===== src/rtl/shader_dispatch_pkg.sv =====
// Shared definitions for the stage-dispatch link (dispatcher and job receiver).
// Stage codes 4..7 are not defined here but are still carried through unchanged.
package shader_dispatch_pkg;

    localparam int STAGE_W  = 3;
    localparam int JOB_ID_W = 32;

    localparam logic [STAGE_W-1:0] STAGE_VERTEX  = 3'd0;
    localparam logic [STAGE_W-1:0] STAGE_FRAG    = 3'd1;
    localparam logic [STAGE_W-1:0] STAGE_COMPUTE = 3'd2;
    localparam logic [STAGE_W-1:0] STAGE_RAY     = 3'd3;

    // One dispatch beat as seen on the link (stage code in the upper bits).
    typedef struct packed {
        logic [STAGE_W-1:0]  stage;
        logic [JOB_ID_W-1:0] job_id;
    } job_beat_t;

endpackage


===== src/rtl/sm_job_fifo.sv =====
// Per-SM job queue: first-word-fall-through FIFO with wrap-bit pointers.
// Optional macro SMJR_OCCUPANCY_EN adds a registered occupancy count port.
module sm_job_fifo
    import shader_dispatch_pkg::*;
#(
    parameter int WIDTH = STAGE_W + JOB_ID_W,
    parameter int DEPTH = 4,
    localparam int AW   = $clog2(DEPTH)
) (
    input  logic             clk,
    input  logic             rstn,
    input  logic             push,
    input  logic [WIDTH-1:0] push_data,
    input  logic             pop,
    output logic [WIDTH-1:0] head_data,
    output logic             full,
    output logic             empty
`ifdef SMJR_OCCUPANCY_EN
    ,
    output logic [AW:0]      count
`endif
);

    localparam logic [AW:0] PTR_ONE = 1;

    logic [WIDTH-1:0] mem [DEPTH];
    logic [AW:0]      wr_ptr_reg;
    logic [AW:0]      rd_ptr_reg;
    logic             do_push;
    logic             do_pop;

    // Same index with differing wrap bit means every slot is occupied.
    assign empty   = (wr_ptr_reg == rd_ptr_reg);
    assign full    = (wr_ptr_reg[AW-1:0] == rd_ptr_reg[AW-1:0]) &&
                     (wr_ptr_reg[AW] != rd_ptr_reg[AW]);
    // A full queue refuses the write even if the head leaves this cycle.
    assign do_push = push && !full;
    assign do_pop  = pop && !empty;
    // Head reads as zero while empty so a freshly reset queue shows zeros.
    assign head_data = empty ? '0 : mem[rd_ptr_reg[AW-1:0]];

    // Pointer advance on accepted push/pop; reset discards all contents.
    always_ff @(posedge clk) begin
        if (!rstn) begin
            wr_ptr_reg <= '0;
            rd_ptr_reg <= '0;
        end else begin
            if (do_push) wr_ptr_reg <= wr_ptr_reg + PTR_ONE;
            if (do_pop)  rd_ptr_reg <= rd_ptr_reg + PTR_ONE;
        end
    end

    // Entry storage, no reset needed since validity lives in the pointers.
    always_ff @(posedge clk) begin
        if (do_push) mem[wr_ptr_reg[AW-1:0]] <= push_data;
    end

`ifdef SMJR_OCCUPANCY_EN
    logic [AW:0] count_reg;

    // Occupancy tracks push/pop at the same edge; simultaneous ops cancel.
    always_ff @(posedge clk) begin
        if (!rstn) begin
            count_reg <= '0;
        end else if (do_push && !do_pop) begin
            count_reg <= count_reg + PTR_ONE;
        end else if (do_pop && !do_push) begin
            count_reg <= count_reg - PTR_ONE;
        end
    end

    assign count = count_reg;
`endif

endmodule


===== src/rtl/sm_job_receiver.sv =====
// Receiving end of the stage-dispatch link: steers each beat into the queue
// of its target SM; each SM pops its own queue through valid/ready.
// Optional macro SMJR_OCCUPANCY_EN exposes per-queue occupancy on sm_occ.
module sm_job_receiver
    import shader_dispatch_pkg::*;
#(
    parameter int NUM_SM   = 8,
    parameter int ID_WIDTH = 32,
    parameter int DEPTH    = 4,
    parameter int SM_IDX_W = (NUM_SM > 1) ? $clog2(NUM_SM) : 1
) (
    input  logic                        clk,
    input  logic                        rstn,
    input  logic                        in_valid,
    output logic                        in_ready,
    input  logic [SM_IDX_W-1:0]         in_sm,
    input  logic [STAGE_W-1:0]          in_stage,
    input  logic [ID_WIDTH-1:0]         in_job_id,
    output logic [NUM_SM-1:0]           sm_valid,
    input  logic [NUM_SM-1:0]           sm_ready,
    output logic [NUM_SM*STAGE_W-1:0]   sm_stage,
    output logic [NUM_SM*ID_WIDTH-1:0]  sm_job_id,
    output logic                        bad_sm_err
`ifdef SMJR_OCCUPANCY_EN
    ,
    output logic [NUM_SM*($clog2(DEPTH)+1)-1:0] sm_occ
`endif
);

    localparam int ENTRY_W = STAGE_W + ID_WIDTH;
    localparam int OCC_W   = $clog2(DEPTH) + 1;
    localparam int NUM_IDX = 1 << SM_IDX_W;

    // Full flags padded to every encodable index; nonexistent SMs never
    // look full, so beats aimed at them are taken and dropped.
    logic [NUM_IDX-1:0] full_pad;
    logic [NUM_SM-1:0]  push_vec;
    logic               in_range;
    logic               accept;
    logic               bad_sm_err_reg;

    assign in_range   = 32'(in_sm) < 32'(NUM_SM);
    assign in_ready   = !full_pad[in_sm];
    assign accept     = in_valid && in_ready;
    assign bad_sm_err = bad_sm_err_reg;

    genvar gi;
    generate
        for (gi = 0; gi < NUM_IDX; gi++) begin : g_sm
            if (gi < NUM_SM) begin : g_queue
                logic [ENTRY_W-1:0] head;
                logic               empty;

                assign push_vec[gi] = accept && (in_sm == SM_IDX_W'(gi));

                sm_job_fifo #(
                    .WIDTH (ENTRY_W),
                    .DEPTH (DEPTH)
                ) u_fifo (
                    .clk       (clk),
                    .rstn      (rstn),
                    .push      (push_vec[gi]),
                    .push_data ({in_stage, in_job_id}),
                    .pop       (sm_ready[gi]),
                    .head_data (head),
                    .full      (full_pad[gi]),
                    .empty     (empty)
`ifdef SMJR_OCCUPANCY_EN
                    ,
                    .count     (sm_occ[gi*OCC_W +: OCC_W])
`endif
                );

                assign sm_valid[gi]                 = !empty;
                assign sm_stage[gi*STAGE_W +: STAGE_W] = head[ENTRY_W-1 -: STAGE_W];
                assign sm_job_id[gi*ID_WIDTH +: ID_WIDTH] = head[ID_WIDTH-1:0];
            end else begin : g_no_queue
                assign full_pad[gi] = 1'b0;
            end
        end
    endgenerate

    // Sticky flag for any accepted beat whose target SM does not exist.
    always_ff @(posedge clk) begin
        if (!rstn) begin
            bad_sm_err_reg <= 1'b0;
        end else if (accept && !in_range) begin
            bad_sm_err_reg <= 1'b1;
        end
    end

endmodule


===== config.mk =====
export PLATFORM = sky130hd
export DESIGN_NAME = sm_job_receiver
export DESIGN_NICKNAME = d
export VERILOG_FILES = /design/src/rtl/shader_dispatch_pkg.sv /design/src/rtl/sm_job_fifo.sv /design/src/rtl/sm_job_receiver.sv
export SDC_FILE = /design/constraint.sdc
export NUM_CORES = 1
export LEC_CHECK = 0
export CAP_MARGIN = 0
export CORE_AREA = 2 2 284 286
export DETAILED_ROUTE_END_ITERATION = 12
export DIE_AREA = 0 0 286 288
export MAX_ROUTING_LAYER = met4
export PLACE_DENSITY = 0.8
export SLEW_MARGIN = 0
export SYNTH_ARGS = -nofsm -noshare
export SYNTH_HDL_FRONTEND = slang
export SYNTH_HIERARCHICAL = 1
export SYNTH_SLANG_ARGS = --single-unit

===== constraint.sdc =====
create_clock -name clk -period 7.55 [get_ports clk]
set_clock_uncertainty 0.2 [all_clocks]
set_input_delay 1.1325 -clock clk [delete_from_list [all_inputs] [get_ports clk]]
set_output_delay 1.1325 -clock clk [all_outputs]
set_load 0.01 [all_outputs]

Word level (Yosys, flattened, before mapping)
Memory sizes are Yosys's and may differ from the RTL's. A register that Yosys moved wholly into a read port is not among the register bits.
Cells that the tools add are included.
{"block": "classes", "add_sub_neg": 16, "order_cmp": 1, "n_eq_ne": 31, "mux": 42, "n_reduce_logical": 51}
{"op": "35-bit 2-to-1 mux", "n": 8}
{"op": "3-bit by 1-bit adder with 3-bit output (second input constant)", "n": 16}
{"op": "1-bit logical AND", "n": 33}
{"op": "2-bit 2-to-1 mux", "n": 16}
{"op": "3-bit == test", "n": 8}
{"op": "1-bit zero test", "n": 17}
{"op": "1-bit 2-to-1 mux", "n": 17}
{"op": "2-bit == test", "n": 8}
{"op": "3-bit == test (second input constant)", "n": 4}
{"op": "1-bit != test", "n": 8}
{"op": "3-bit by 2-bit == test with 1-bit output (second input constant)", "n": 2}
{"op": "3-bit by 4-bit less-than comparator with 1-bit output (second input constant)", "n": 1}
{"op": "1-bit binary-select mux with 3-bit select", "n": 1}
{"op": "3-bit by 1-bit == test with 1-bit output (second input constant)", "n": 1}
{"op": "3-bit zero test", "n": 1}
{"block": "word_totals", "reg_bits": 48, "ram_bits": 1120, "out_inout_bits": 290, "wordCells": 165, "n_memories": 8}
{"memory": "g_sm[0].g_queue.u_fifo.mem", "words": 4, "word_bits": 35, "rd": 1, "rd_ports_with_merged_regs": 1, "write_ports": 1, "line": "sm_job_fifo.sv:26", "source": "logic [WIDTH-1:0] mem [DEPTH];"}
{"memory": "g_sm[1].g_queue.u_fifo.mem", "words": 4, "word_bits": 35, "rd": 1, "rd_ports_with_merged_regs": 1, "write_ports": 1, "line": "sm_job_fifo.sv:26"}
{"memory": "g_sm[2].g_queue.u_fifo.mem", "words": 4, "word_bits": 35, "rd": 1, "rd_ports_with_merged_regs": 1, "write_ports": 1, "line": "sm_job_fifo.sv:26"}
{"memory": "g_sm[3].g_queue.u_fifo.mem", "words": 4, "word_bits": 35, "rd": 1, "rd_ports_with_merged_regs": 1, "write_ports": 1, "line": "sm_job_fifo.sv:26"}
{"memory": "g_sm[4].g_queue.u_fifo.mem", "words": 4, "word_bits": 35, "rd": 1, "rd_ports_with_merged_regs": 1, "write_ports": 1, "line": "sm_job_fifo.sv:26"}
{"memory": "g_sm[5].g_queue.u_fifo.mem", "words": 4, "word_bits": 35, "rd": 1, "rd_ports_with_merged_regs": 1, "write_ports": 1, "line": "sm_job_fifo.sv:26"}
{"memory": "+2 memories"}

Longest topological paths before layout
Gate-level depths: netlist (run 1).
{"block": "logic_depth", "ltp_word": 10, "ltp_mapped": 7, "depth_no_buf": 6}

Modules after synthesis
The synthesis (run 1) kept the hierarchy.
{"module": "sm_job_fifo", "instances": 8, "cells_each": 290, "area_each_um2": 5873.1, "seq_area_each_um2": 4364.2}
{"module": "sm_job_receiver", "instances": 1, "cells_each": 27, "area_each_um2": 172.7, "seq_area_each_um2": 0.0}

Least setup slack after synthesis (run 1)
No wires, ideal clock.
{"block": "synth_timing", "path_kind": "in2reg", "start": "in in_sm[0]", "end": "mem g_sm[0].g_queue.u_fifo/mem[3][0] in the netlist's numbering (enable)", "setup_ns": 0.427, "t_arrival_ns": 3.536, "path_slack_ns": 3.387, "path_stages": 4, "path_cell_list": "buf_4 > nor4_1 > nand2_1 > nor2_1"}
{"block": "synth_via", "elab_chain_len": 8, "word_cells_on_any_way": 9, "cone_classes": "4 x mux; 5 x reduce/logical"}
{"element": "start: declaration", "line": "sm_job_receiver.sv:16", "source": "input logic [SM_IDX_W-1:0] in_sm,"}
{"element": "1-bit binary-select mux with 3-bit select", "line": "sm_job_receiver.sv:43", "source": "assign in_ready = !full_pad[in_sm];"}
{"element": "1-bit 2-to-1 mux (not written as such)", "line": "sm_job_receiver.sv:43"}
{"element": "1-bit zero test", "line": "sm_job_receiver.sv:43"}
{"element": "1-bit logical AND", "line": "sm_job_receiver.sv:44", "source": "assign accept = in_valid && in_ready;"}
{"element": "1-bit logical AND *", "line": "sm_job_receiver.sv:54", "source": "assign push_vec[gi] = accept && (in_sm == SM_IDX_W'(gi));"}
{"element": "via push_vec[0]", "line": "sm_job_receiver.sv:37", "source": "logic [NUM_SM-1:0] push_vec;"}
{"element": "1-bit logical AND *", "line": "sm_job_fifo.sv:37", "source": "assign do_push = push && !full;"}
{"element": "1-bit 2-to-1 mux *", "line": "sm_job_fifo.sv:55", "source": "if (do_push) mem[wr_ptr_reg[AW-1:0]] <= push_data;"}
{"element": "1-bit 2-to-1 mux (not written as such) *", "line": "sm_job_fifo.sv:55"}
{"element": "end: declaration", "line": "sm_job_fifo.sv:26"}
Mark *: on every way through the listed nets, which the timed path passes. The rest lies on a longest branch. The select of a mux whose other input is x is not followed.

==> results of run 1 <==
cells by family after synthesis:
kind of cell | synth area share, %
AND/OR/NAND/NOR | 6.365
buffers and inverters | 1.730
AO/OA/AOI/OAI | 2.165
XOR/XNOR | 1.146
multiplexers | 13.49
adder cells (fa/ha/maj) | 1.061
flip-flops | 74.04
other | 0.007952
per-layer routing:
layer | share of wire, % | wire length, um
met5 | 0 | 0
met4 | 3.1 | 3604
met3 | 8.3 | 9560
met2 | 51 | 58370
met1 | 38 | 43290
power by group:
part	switching [mW]	internal (mW)	total (mW)
combinational	2.22	2.12	4.35
sequential	0.0832	7.28	7.36
clock	2.37	3.36	5.73
how the worst min path moves through the flow:
stage and to:
6_report g_sm[0].g_queue.u_fifo/wr_ptr_reg[1], 5_1_grt g_sm[0].g_queue.u_fifo/wr_ptr_reg[1], 3_3_place_gp g_sm[3].g_queue.u_fifo/wr_ptr_reg[1], 2_1_floorplan g_sm[0].g_queue.u_fifo/rd_ptr_reg[2], 3_5_place_dp g_sm[6].g_queue.u_fifo/wr_ptr_reg[1], 4_1_cts g_sm[0].g_queue.u_fifo/wr_ptr_reg[1]
tightest hold or removal path: stages, from the launching register on:
cell	delay, ns
sky130_fd_sc_hd__dfxtp_1	0.39
sky130_fd_sc_hd__nand3_1	0.12
sky130_fd_sc_hd__a41oi_1	0.11
Yosys cell counts, types with 18 or more instances:
master                        n
sky130_fd_sc_hd__a211o_1     24
sky130_fd_sc_hd__and2_1      40
sky130_fd_sc_hd__ha_1        40
sky130_fd_sc_hd__nor2b_1    280
sky130_fd_sc_hd__edfxtp_1  1120
sky130_fd_sc_hd__buf_2       64
sky130_fd_sc_hd__nand2_1     18
sky130_fd_sc_hd__dfxtp_1     64
sky130_fd_sc_hd__nand3b_1    32
sky130_fd_sc_hd__mux4_2     282
sky130_fd_sc_hd__buf_4       34
sky130_fd_sc_hd__nand3_1     24
sky130_fd_sc_hd__o21ai_0     32
sky130_fd_sc_hd__inv_1       48
sky130_fd_sc_hd__nor3_1      30
sky130_fd_sc_hd__xnor2_1     24
through the flow:
stage | instances | instance area, sq um | total power, mW | utilization, %
after floorplan | 2347 | 47160 | 9.949 | -
after global placement | 3701 | 51840 | 11.73 | 65.09
after detailed placement | 3701 | 51840 | 11.79 | 65.09
after CTS | 3907 | 55590 | 17.53 | 69.81
after global routing | 3907 | 55590 | 17.97 | 69.81
final | 3907 | 55590 | 17.44 | 69.81
area by class of cell:
cell class              count  area, sq um
flip-flops and latches   1184        34930
fillers                  4560        24040
well taps                1060         1326
clock inverters            61        709.4
clock buffers             145         3048
inverters                  48        180.2
multi-input cells        1001        11500
repair buffers            408         3901
==> results.md, run 1 <==
| Parameter | This run |
|:---|:---|
| Outcome | complete, no violations |
| Initial Util | 59.22% |
| Final number of max-transition violations | 0 |
| Tot GR Track Use | 28.85% |
| Kind of end point of the critical path | output pin |
| Total buffers and inverters traversed by the critical path | 1 |
| Setup TNS | 0 ns |
| Area contributors post-synth | sky130_fd_sc_hd__edfxtp_1 71%, sky130_fd_sc_hd__mux4_2 13%, sky130_fd_sc_hd__nor2b_1 3.7% |
| Setup violators final | 0 |
| Clock sink count | 1,184 |
| Num rows | 104 |
| Average instance area after synthesis | 20.09 sq um |
| Global-route wire length before repair | 168,200 um |
| Maximum number of pins on one net before global-route repair | 65 |
| Final worst slack | 3.030 ns |
| Post-placement setup slack | 3.114 ns |
| Number of nets with antenna violations after detailed routing | 0 |
| Core Box Area | 79,640 sq um |
| Area growth from synthesis to layout | 17.89% |
| I/O pin cnt | 339 |
| Synth Warn # | 6 |
| Setup repair after global routing missed its margin | false |
| Data arrival time of the critical path | 3.19 ns |
| Deepest level of the CTS H-tree | 3 |
| Maximum frequency from static timing analysis | 0.2212 GHz |
| Buffer cell driving the clock tree root | sky130_fd_sc_hd__clkbuf_16 |
| Endpoint of the worst-slack reg-to-reg timing path | g_sm[1].g_queue.u_fifo/mem[3][27] |
| Worst supply voltage drop on vdd | 0.1843 mV |
| Class of the tightest hold or removal check | register to register |
| Busiest layer in global routing | met2 |
| Total wire length | 114,800 um |
| Number of flip-flops in the largest register | 1,120 |
| Post-CTS setup buffers | 0 |
| Synth unique cells | 33 |
| Final layout net count | 2,842 |
| PwrDens | 313.7 nW/um^2 |
| Share of synthesized area occupied by flip-flops and latches | 74.04% |
| Total of cells resized after clock tree synthesis | 0 |
| Area leader, netlist | sky130_fd_sc_hd__edfxtp_1 |
| CTS tree | done |
| Post-Synthesis Net Count | 2,436 |
| Highest-count cells in the layout ignoring fill and taps | 1,120 x sky130_fd_sc_hd__edfxtp_1, 336 x sky130_fd_sc_hd__clkdlybuf4s50_1, 282 x sky130_fd_sc_hd__mux4_2 |
| Wirelength per Cell | 29.39 um |
| Critical-path maximum fanout | 35 |
| Slew of the pin with the lowest slew margin | 1.362 ns |
| Syn Std Cell Area | 47,160 sq um |
| Detailed Route Iter0 Violations | 2,963 |
| Number of DRC violations after detailed routing | 0 |
| Hold path cells | 2 |
| Pre-Repair DR Iteration Count | 8 |
| Max transition margin | 8.914% |
| Number of logic stages on the critical path including buffering | 3 |
| Synthesized netlist cell count | 2,347 |
| Chip width | 286 um |
| Number of antenna violations at the first check in global routing | 0 |
| Clk Latency, worst-skew pair | 0.66 ns |
| Depth of the worst register-to-register path | 5 |
| Via count | 24,900 |
| Global placement routability congestion | 0.8650 |
| Flops & latches, synth | 1,184 |
| Worst endpoint required time | 6.22 ns |
| Timing endpoint of the critical path | sm_job_id[43] |
| Cell chain of the critical path | mux4_2 > nor2b_1 > clkdlybuf4s50_1 |
| Smallest hold slack | 0.4831 ns |
| Top delay family on crit path | flip-flops |
| Remaining global-route overflow | 0 |
| Final antenna diode count | 0 |
| Worst reg2reg startpoint | g_sm[1].g_queue.u_fifo/wr_ptr_reg[0] |
| EDFF count, synth | 1,120 |
| Clock-pin slew on the worst setup and hold paths | 0.06 ns |
| Final period util | 59.87% |
| # port buffers | 337 |
| Vias in the first global route | 25,260 |
| Share of cells above drive strength 1 | 20.41% |
| Max stage delay cell, worst path | sky130_fd_sc_hd__dfxtp_2 |
| Number of vias per cell after detailed routing | 6.372 |
| Met2 track demand over resource in global routing | 46.82% |
| Hold-fix buffers at CTS | 0 |
| Worst Setup Path Type | register to output pin |
| Final min period | 4.520 ns |
| Most frequent standard cell in the layout excluding fill and tap cells | sky130_fd_sc_hd__edfxtp_1 |
| Global Route met1 Usage | 38.46% |
| Met3 routing resource usage after global routing | 4.128% |
| Hold_sp | g_sm[0].g_queue.u_fifo/rd_ptr_reg[1] |
| Die ar. | 82,370 sq um |
| Worst R2R Setup Slack | 3.73 ns |
| Proportion of synthesized flip-flops having asynchronous set or reset | 0% |
| Crit-path max cell delay | 0.97 ns |
| Post-detailed-placement half-perimeter wirelength | 64,870 um |
| Die Ht | 288 um |
| Type of element launching the critical path | register |
| Number of maximum-capacitance constraint violations | 0 |
| Maximum buffer depth of the clock tree | 3 |
| Leakage Power | 17.45 nW |
| Inserted Clock Buffers | 110 |
| Final hold violations | 0 |
| Synth top area share | 71.32% |
| Most instantiated flip-flop cell in the synthesis netlist | sky130_fd_sc_hd__edfxtp_1 |
(Power assumes the default switching activity.)
==> run 2, diff against run 1 <==
CORE_AREA = 2 2 302 304   (was 2 2 284 286)
DIE_AREA = 0 0 304 306   (was 0 0 286 288)
PLACE_DENSITY = 0.74   (was 0.8)
clock period = 3.93 ns   (was 7.55 ns; I/O delays follow)
==> results.md, run 2 (same netlist as run 1, synthesis figures left out) <==
| Parameter | This run |
|:---|:---|
| Outcome | complete, no violations |
| Num rows | 110 |
| Final min period | 3.868 ns |
| Max stage delay cell, worst path | sky130_fd_sc_hd__clkdlybuf4s50_1 |
| Final hold violations | 0 |
| Number of nets with antenna violations after detailed routing | 0 |
| Post-detailed-placement half-perimeter wirelength | 67,680 um |
| Worst R2R Setup Slack | 0.70 ns |
| Number of DRC violations after detailed routing | 0 |
| Hold worst-path end | g_sm[7].g_queue.u_fifo/rd_ptr_reg[2] |
| Critical-path maximum fanout | 36 |
| Setup violators final | 0 |
| Die Ht | 306 um |
| Number of flip-flops in the largest register | 1,120 |
| Number of vias per cell after detailed routing | 5.984 |
| Fin util | 62.95% |
| Maximum frequency from static timing analysis | 0.2585 GHz |
| Number of maximum-capacitance constraint violations | 0 |
| Post-DP Area | 52,580 sq um |
| Hold_sp | rstn |
| Final number of max-transition violations | 0 |
| Core Box Area | 89,600 sq um |
| Inserted Clock Buffers | 114 |
| Buffer cell driving the clock tree root | sky130_fd_sc_hd__clkbuf_16 |
| Highest-count cells in the layout ignoring fill and taps | 1,120 x sky130_fd_sc_hd__edfxtp_1, 336 x sky130_fd_sc_hd__clkdlybuf4s50_1, 282 x sky130_fd_sc_hd__mux4_2 |
| Hold-fix buffers at CTS | 0 |
| Deepest level of the CTS H-tree | 3 |
| I/O pin cnt | 339 |
| Clk Latency, worst-skew pair | 0.67 ns |
| Chip width | 304 um |
| Filler-free cell count of the finished design | 4,069 |
| Wirelength per Cell | 27.25 um |
| Setup repair after global routing missed its margin | false |
| Final period util | 98.43% |
| Number of antenna violations at the first check in global routing | 6 |
| Share of cells above drive strength 1 | 21.33% |
| Worst Setup Path Type | register to output pin |
| Initial Util | 52.63% |
| Cell chain of the critical path | xor2_2 > nor3_4 > buf_4 > nor2b_1 > clkdlybuf4s50_1 |
| PwrDens | 593.4 nW/um^2 |
| Worst endpoint required time | 3.14 ns |
| Total buffers and inverters traversed by the critical path | 2 |
| Most frequent standard cell in the layout excluding fill and tap cells | sky130_fd_sc_hd__edfxtp_1 |
| Detailed Route Iter0 Violations | 2,473 |
| Data arrival time of the critical path | 3.08 ns |
| Class of the tightest hold or removal check | input port to register |
| Kind of end point of the critical path | output pin |
| Slew of the pin with the lowest slew margin | 1.345 ns |
| Pre-Repair DR Iteration Count | 5 |
| Total instance count after detailed placement | 3,849 |
| Die ar. | 93,020 sq um |
| Leakage Power | 17.72 nW |
| Maximum buffer depth of the clock tree | 3 |
| Endpoint of the worst-slack reg-to-reg timing path | g_sm[6].g_queue.u_fifo/mem[1][24] |
| Depth of the worst register-to-register path | 7 |
| # port buffers | 337 |
| Global placement routability congestion | 0.8131 |
| Clock sink count | 1,184 |
| Hold path cells | 2 |
| Top delay family on crit path | buffers and inverters |
| Worst reg2reg startpoint | g_sm[6].g_queue.u_fifo/wr_ptr_reg[1] |
| Clock-pin slew on the worst setup and hold paths | 0.06 ns |
| Number of filler instances in the final layout | 6,033 |
| Final layout net count | 2,882 |
| Maximum number of pins on one net before global-route repair | 50 |
| CTS tree | done |
| Via count | 24,350 |
| Final cell area excluding filler cells | 56,400 sq um |
| Tot GR Track Use | 24.57% |
| Global-route wire length before repair | 163,300 um |
| Crit-path max cell delay | 0.64 ns |
| Type of element launching the critical path | register |
| Max transition margin | 10.03% |
| Remaining global-route overflow | 0 |
| Total wire length | 110,900 um |
| Worst supply voltage drop on vdd | 0.3987 mV |
| Vias in the first global route | 24,610 |
| Area growth from synthesis to layout | 19.59% |
| Setup TNS | 0 ns |
-- run 2: cell count changes in the layout (fill, tap and decap cells not counted), sizes merged --
cell and delta:
clkinv +29, nor3 +1, inv -2, diode +1, clkbuf -13, bufinv -5
buf +35
-- run 2: cell type report --
| type | count | area (sq um) | share of cell area, % |
|---|---|---|---|
| multi-input combinational | 1002 | 11590 | 20.55 |
| tap | 1176 | 1471 | 2.609 |
| sequential | 1184 | 34930 | 61.93 |
| clock inverter | 83 | 695.7 | 1.234 |
| clock buffer | 132 | 3005 | 5.329 |
| timing repair buffer | 443 | 4527 | 8.027 |
| antenna | 1 | 2.502 | 0.004437 |
| inverter | 48 | 180.2 | 0.3195 |
-- run 2: layer usage --
| layer | global-route usage [%] | wire (um) |
|---|---|---|
| met5 | - | 0 |
| met4 | 8.597 | 3572 |
| met3 | 2.965 | 7369 |
| met2 | 38.91 | 55470 |
| met1 | 33.52 | 44450 |
-- run 2: worst reg2reg max path, delay by kind of cell (launching register included) --
kind,cells,cell delay (ns)
xor gates and xnor gates,1,0.36
AOI/OAI and AO/OA,1,0.22
and+or+nand+nor,3,1.16
buffers and inverters,2,0.41
DFF,1,0.59
-- run 2: repair_timing --
| item | CTS | global route |
|---|---|---|
| pin swaps | 1 | 0 |
| gates resized for setup | 3 | 7 |
| endpoints found under the setup margin | 36 | 2 |
| cloned | 1 | 0 |
| setup buffers | 3 | 0 |
-- run 2: worst max path at each step --
stage                                          from                          endpoint  slack [ns]  cells past startpoint
2_1_floorplan  g_sm[0].g_queue.u_fifo/wr_ptr_reg[0]  g_sm[0].g_queue.u_fifo/mem[3][0]        0.18                      5
3_3_place_gp   g_sm[6].g_queue.u_fifo/wr_ptr_reg[1]                    sm_job_id[207]        0.47                      5
3_5_place_dp   g_sm[6].g_queue.u_fifo/wr_ptr_reg[1]                    sm_job_id[210]        0.38                      5
4_1_cts        g_sm[6].g_queue.u_fifo/wr_ptr_reg[1]                          in_ready        0.01                      5
5_1_grt        g_sm[7].g_queue.u_fifo/rd_ptr_reg[2]                          in_ready       0.001                      5
6_report       g_sm[1].g_queue.u_fifo/wr_ptr_reg[1]                     sm_job_id[34]        0.06                      5
-- run 2: report_power, final --
group | internal, mW | switching (mW) | leakage, nW
Clock | 6.13 | 4.63 | 1.81
Combinational | 4.26 | 4.20 | 5.29
Sequential | 14.0 | 0.253 | 10.6
-- run 2: stage by stage --
step                      setup slack, ns  power, mW  hold WS [ns]
final                             0.06165      33.46        0.4448
after global routing             0.001275      34.62        0.4618
after CTS                        0.009792      33.74        0.4097
after detailed placement           0.3814      22.94        0.4621
after global placement             0.4656      22.83        0.4305
after floorplan                    0.1816      19.11        0.4593
==> RTL edit (settings of run 2) <==
Add a define of `SMJR_OCCUPANCY_EN`.
--- a/src/rtl/sm_job_fifo.sv
+++ b/src/rtl/sm_job_fifo.sv
@@ -1,5 +1,7 @@
 // Per-SM job queue: first-word-fall-through FIFO with wrap-bit pointers.
 // Optional macro SMJR_OCCUPANCY_EN adds a registered occupancy count port.
+`define SMJR_OCCUPANCY_EN
+
 module sm_job_fifo
     import shader_dispatch_pkg::*;
 #(
New outputs: sm_occ. Function: not settled (the Yosys comparison gave no result); the edit may change what the design does.
==> RTL edit against run 2 <==
- sequential power up 4%
- die area unchanged
- synthesized area up 2.7%
- critical path depth up 1
- final area up 2.8%
- sequential cell count up 24
- total power down 0.55%
- fmax up 1.4%
- combinational power down 9.3%
- setup slack better by 0.053 ns
- wire length down 2.6%
==> RTL edit: results (changes against run 2) <==
CP Max Fanout 5 (was 36); routed length per instance 25.68 um (was 27.25 um); Hold Crit Endpoint g_sm[4].g_queue.u_fifo/count[2] (was g_sm[7].g_queue.u_fifo/rd_ptr_reg[2]); CTS Buf Count 114 (unchanged); maximum VDD drop 0.6133 mV (was 0.3987 mV); vias in the first global route 25200 (was 24610); placed insts 3991 (was 3849); initial antenna violation count 0 (was 6); Port Buffers 361 (was 337); ys flop type edfxtp_1 (unchanged); sequential fraction of the synthesis area 73.05% (was 74.04%); Worst Path Arrival 3.03 ns (was 3.08 ns); gr usage total 23.81% (was 24.57%); vias per inst 5.943 (was 5.984); largest net degree at the start of global routing 41 (was 50); Synth area leaders edfxtp_1 (69%), mux4_2 (13%), dfxtp_1 (3.6%) (was edfxtp_1 (71%), mux4_2 (13%), nor2b_1 (3.7%)); max incr delay on CP 0.56 ns (was 0.64 ns); non-filler cells in the finished layout 4205 (was 4069); average size of a mapped cell 19.64 um2 (was 20.09 um2); hold wc startpoint g_sm[4].g_queue.u_fifo/count[2] (was rstn); layout cells sized above 1 21.27% (was 21.33%); setup bufs post-CTS 0 (was 3); launching point of the worst reg2reg path g_sm[0].g_queue.u_fifo/wr_ptr_reg[1] (was g_sm[6].g_queue.u_fifo/wr_ptr_reg[1]); Cell Area, Synth 48450 um2 (was 47160 um2); net count after synthesis 2572 (was 2436); most frequent cells after synthesis edfxtp_1 (1120), mux4_2 (282), nor2b_1 (280), dfxtp_1 (88), inv_1 (56) (was edfxtp_1 (1120), mux4_2 (282), nor2b_1 (280), buf_2 (64), dfxtp_1 (64)); Slew HR 10.73% (was 10.03%); HPWL after DPL 68470 um (was 67680 um); Routability Congestion 0.8383 (was 0.8131); Hold WS 0.3008 ns (was 0.4448 ns); Reg2Reg Depth 12 (was 7); R2R Path End g_sm[0].g_queue.u_fifo/count[2] (was g_sm[6].g_queue.u_fifo/mem[1][24]); status finished, final reports clean (unchanged); global-route wire length before repair 160400 um (was 163300 um); P_leak 18.17 nW (was 17.72 nW); switch share 26.54% (was 27.15%); initial drt markers 2109 (was 2473); R2R Setup Slk 0.38 ns (was 0.70 ns); Netlist cell types 37 (was 33); Hold Crit Class flop to flop (was input pin to flop); Final nets 3036 (was 2882)
## RTL edit: logic make-up after synthesis
logic type                 count (synthesis)  synth area share, %
other                                      1             0.007740
AOI/OAI and AO/OA                        136                1.797
xor gates and xnor gates                  64                1.715
muxes                                    291                13.29
and+or+nand+nor                          549                6.877
adders and majority gates                 56                1.570
buffers and inverters                    162                1.684
DFF                                     1208                73.05
## RTL edit: stage by stage
step	instance area [um2]	power (mW)	worst slack, ns
floorplan	48450	19.12	0.1938
global placement	54090	22.54	0.1854
detailed placement	54090	22.65	0.1145
CTS	57880	33.56	0.007665
global route	57970	34.53	-0.003695
finish	57970	33.28	0.1149
## RTL edit: per-layer routing
layer	global-route usage, %	wire, um	vias up
met4	6.514	2914	0
met3	4.362	8804	171
met2	37.90	53170	1054
li1	-	-	10750
met5	-	0	-
met1	32.03	43080	13020
## RTL edit: how the worst max path moves through the flow
| stage | from | end | slack (ns) | cells after the start |
|---|---|---|---|---|
| floorplan | g_sm[0].g_queue.u_fifo/wr_ptr_reg[0] | g_sm[0].g_queue.u_fifo/mem[3][0] | 0.19 | 5 |
| global placement | in_sm[0] | g_sm[1].g_queue.u_fifo/count[2] | 0.19 | 11 |
| detailed placement | in_sm[0] | g_sm[1].g_queue.u_fifo/count[2] | 0.11 | 11 |
| CTS | g_sm[6].g_queue.u_fifo/wr_ptr_reg[1] | in_ready | 0.008 | 5 |
| global route | g_sm[4].g_queue.u_fifo/rd_ptr_reg[2] | in_ready | -0.004 | 6 |
| finish | g_sm[4].g_queue.u_fifo/rd_ptr_reg[2] | in_ready | 0.11 | 6 |
## RTL edit: power by group through the flow
stage / Clock, mW / Sequential [mW] / Combinational, mW
finish: 10.9 / 14.7 / 7.68
global route: 11.6 / 14.7 / 8.18
CTS: 11.1 / 14.7 / 7.77
detailed placement: 0 / 14.9 / 7.71
global placement: 0 / 14.9 / 7.63
floorplan: 0 / 14.7 / 4.40
## RTL edit: worst reg2reg max path, stage by stage, from the launching register on
cell,delay [ns]
dfxtp_1,0.61
xor2_4,0.29
nor3_2,0.15
nor4_1,0.41
buf_4,0.24
inv_1,0.06
a31oi_1,0.22
ha_1,0.22
inv_1,0.06
fa_1,0.37
xor2_1,0.16
or3_1,0.33
a21oi_1,0.17
## RTL edit: area by class of cell
type	instances	share of cell area, %
diodes	1	0.004316
flip-flops and latches	1208	61.10
clock inverters	71	1.312
repair buffers	454	8.035
clock buffers	142	5.191
inverters	56	0.3626
multi-input cells	1097	21.46
well taps	1176	2.538
## RTL edit: what timing repair did
action / in CTS / in global routing
setup endpoints to repair: 1 / 27
resized for setup: 3 / 17
endpoints found under the hold margin: 0 / 0
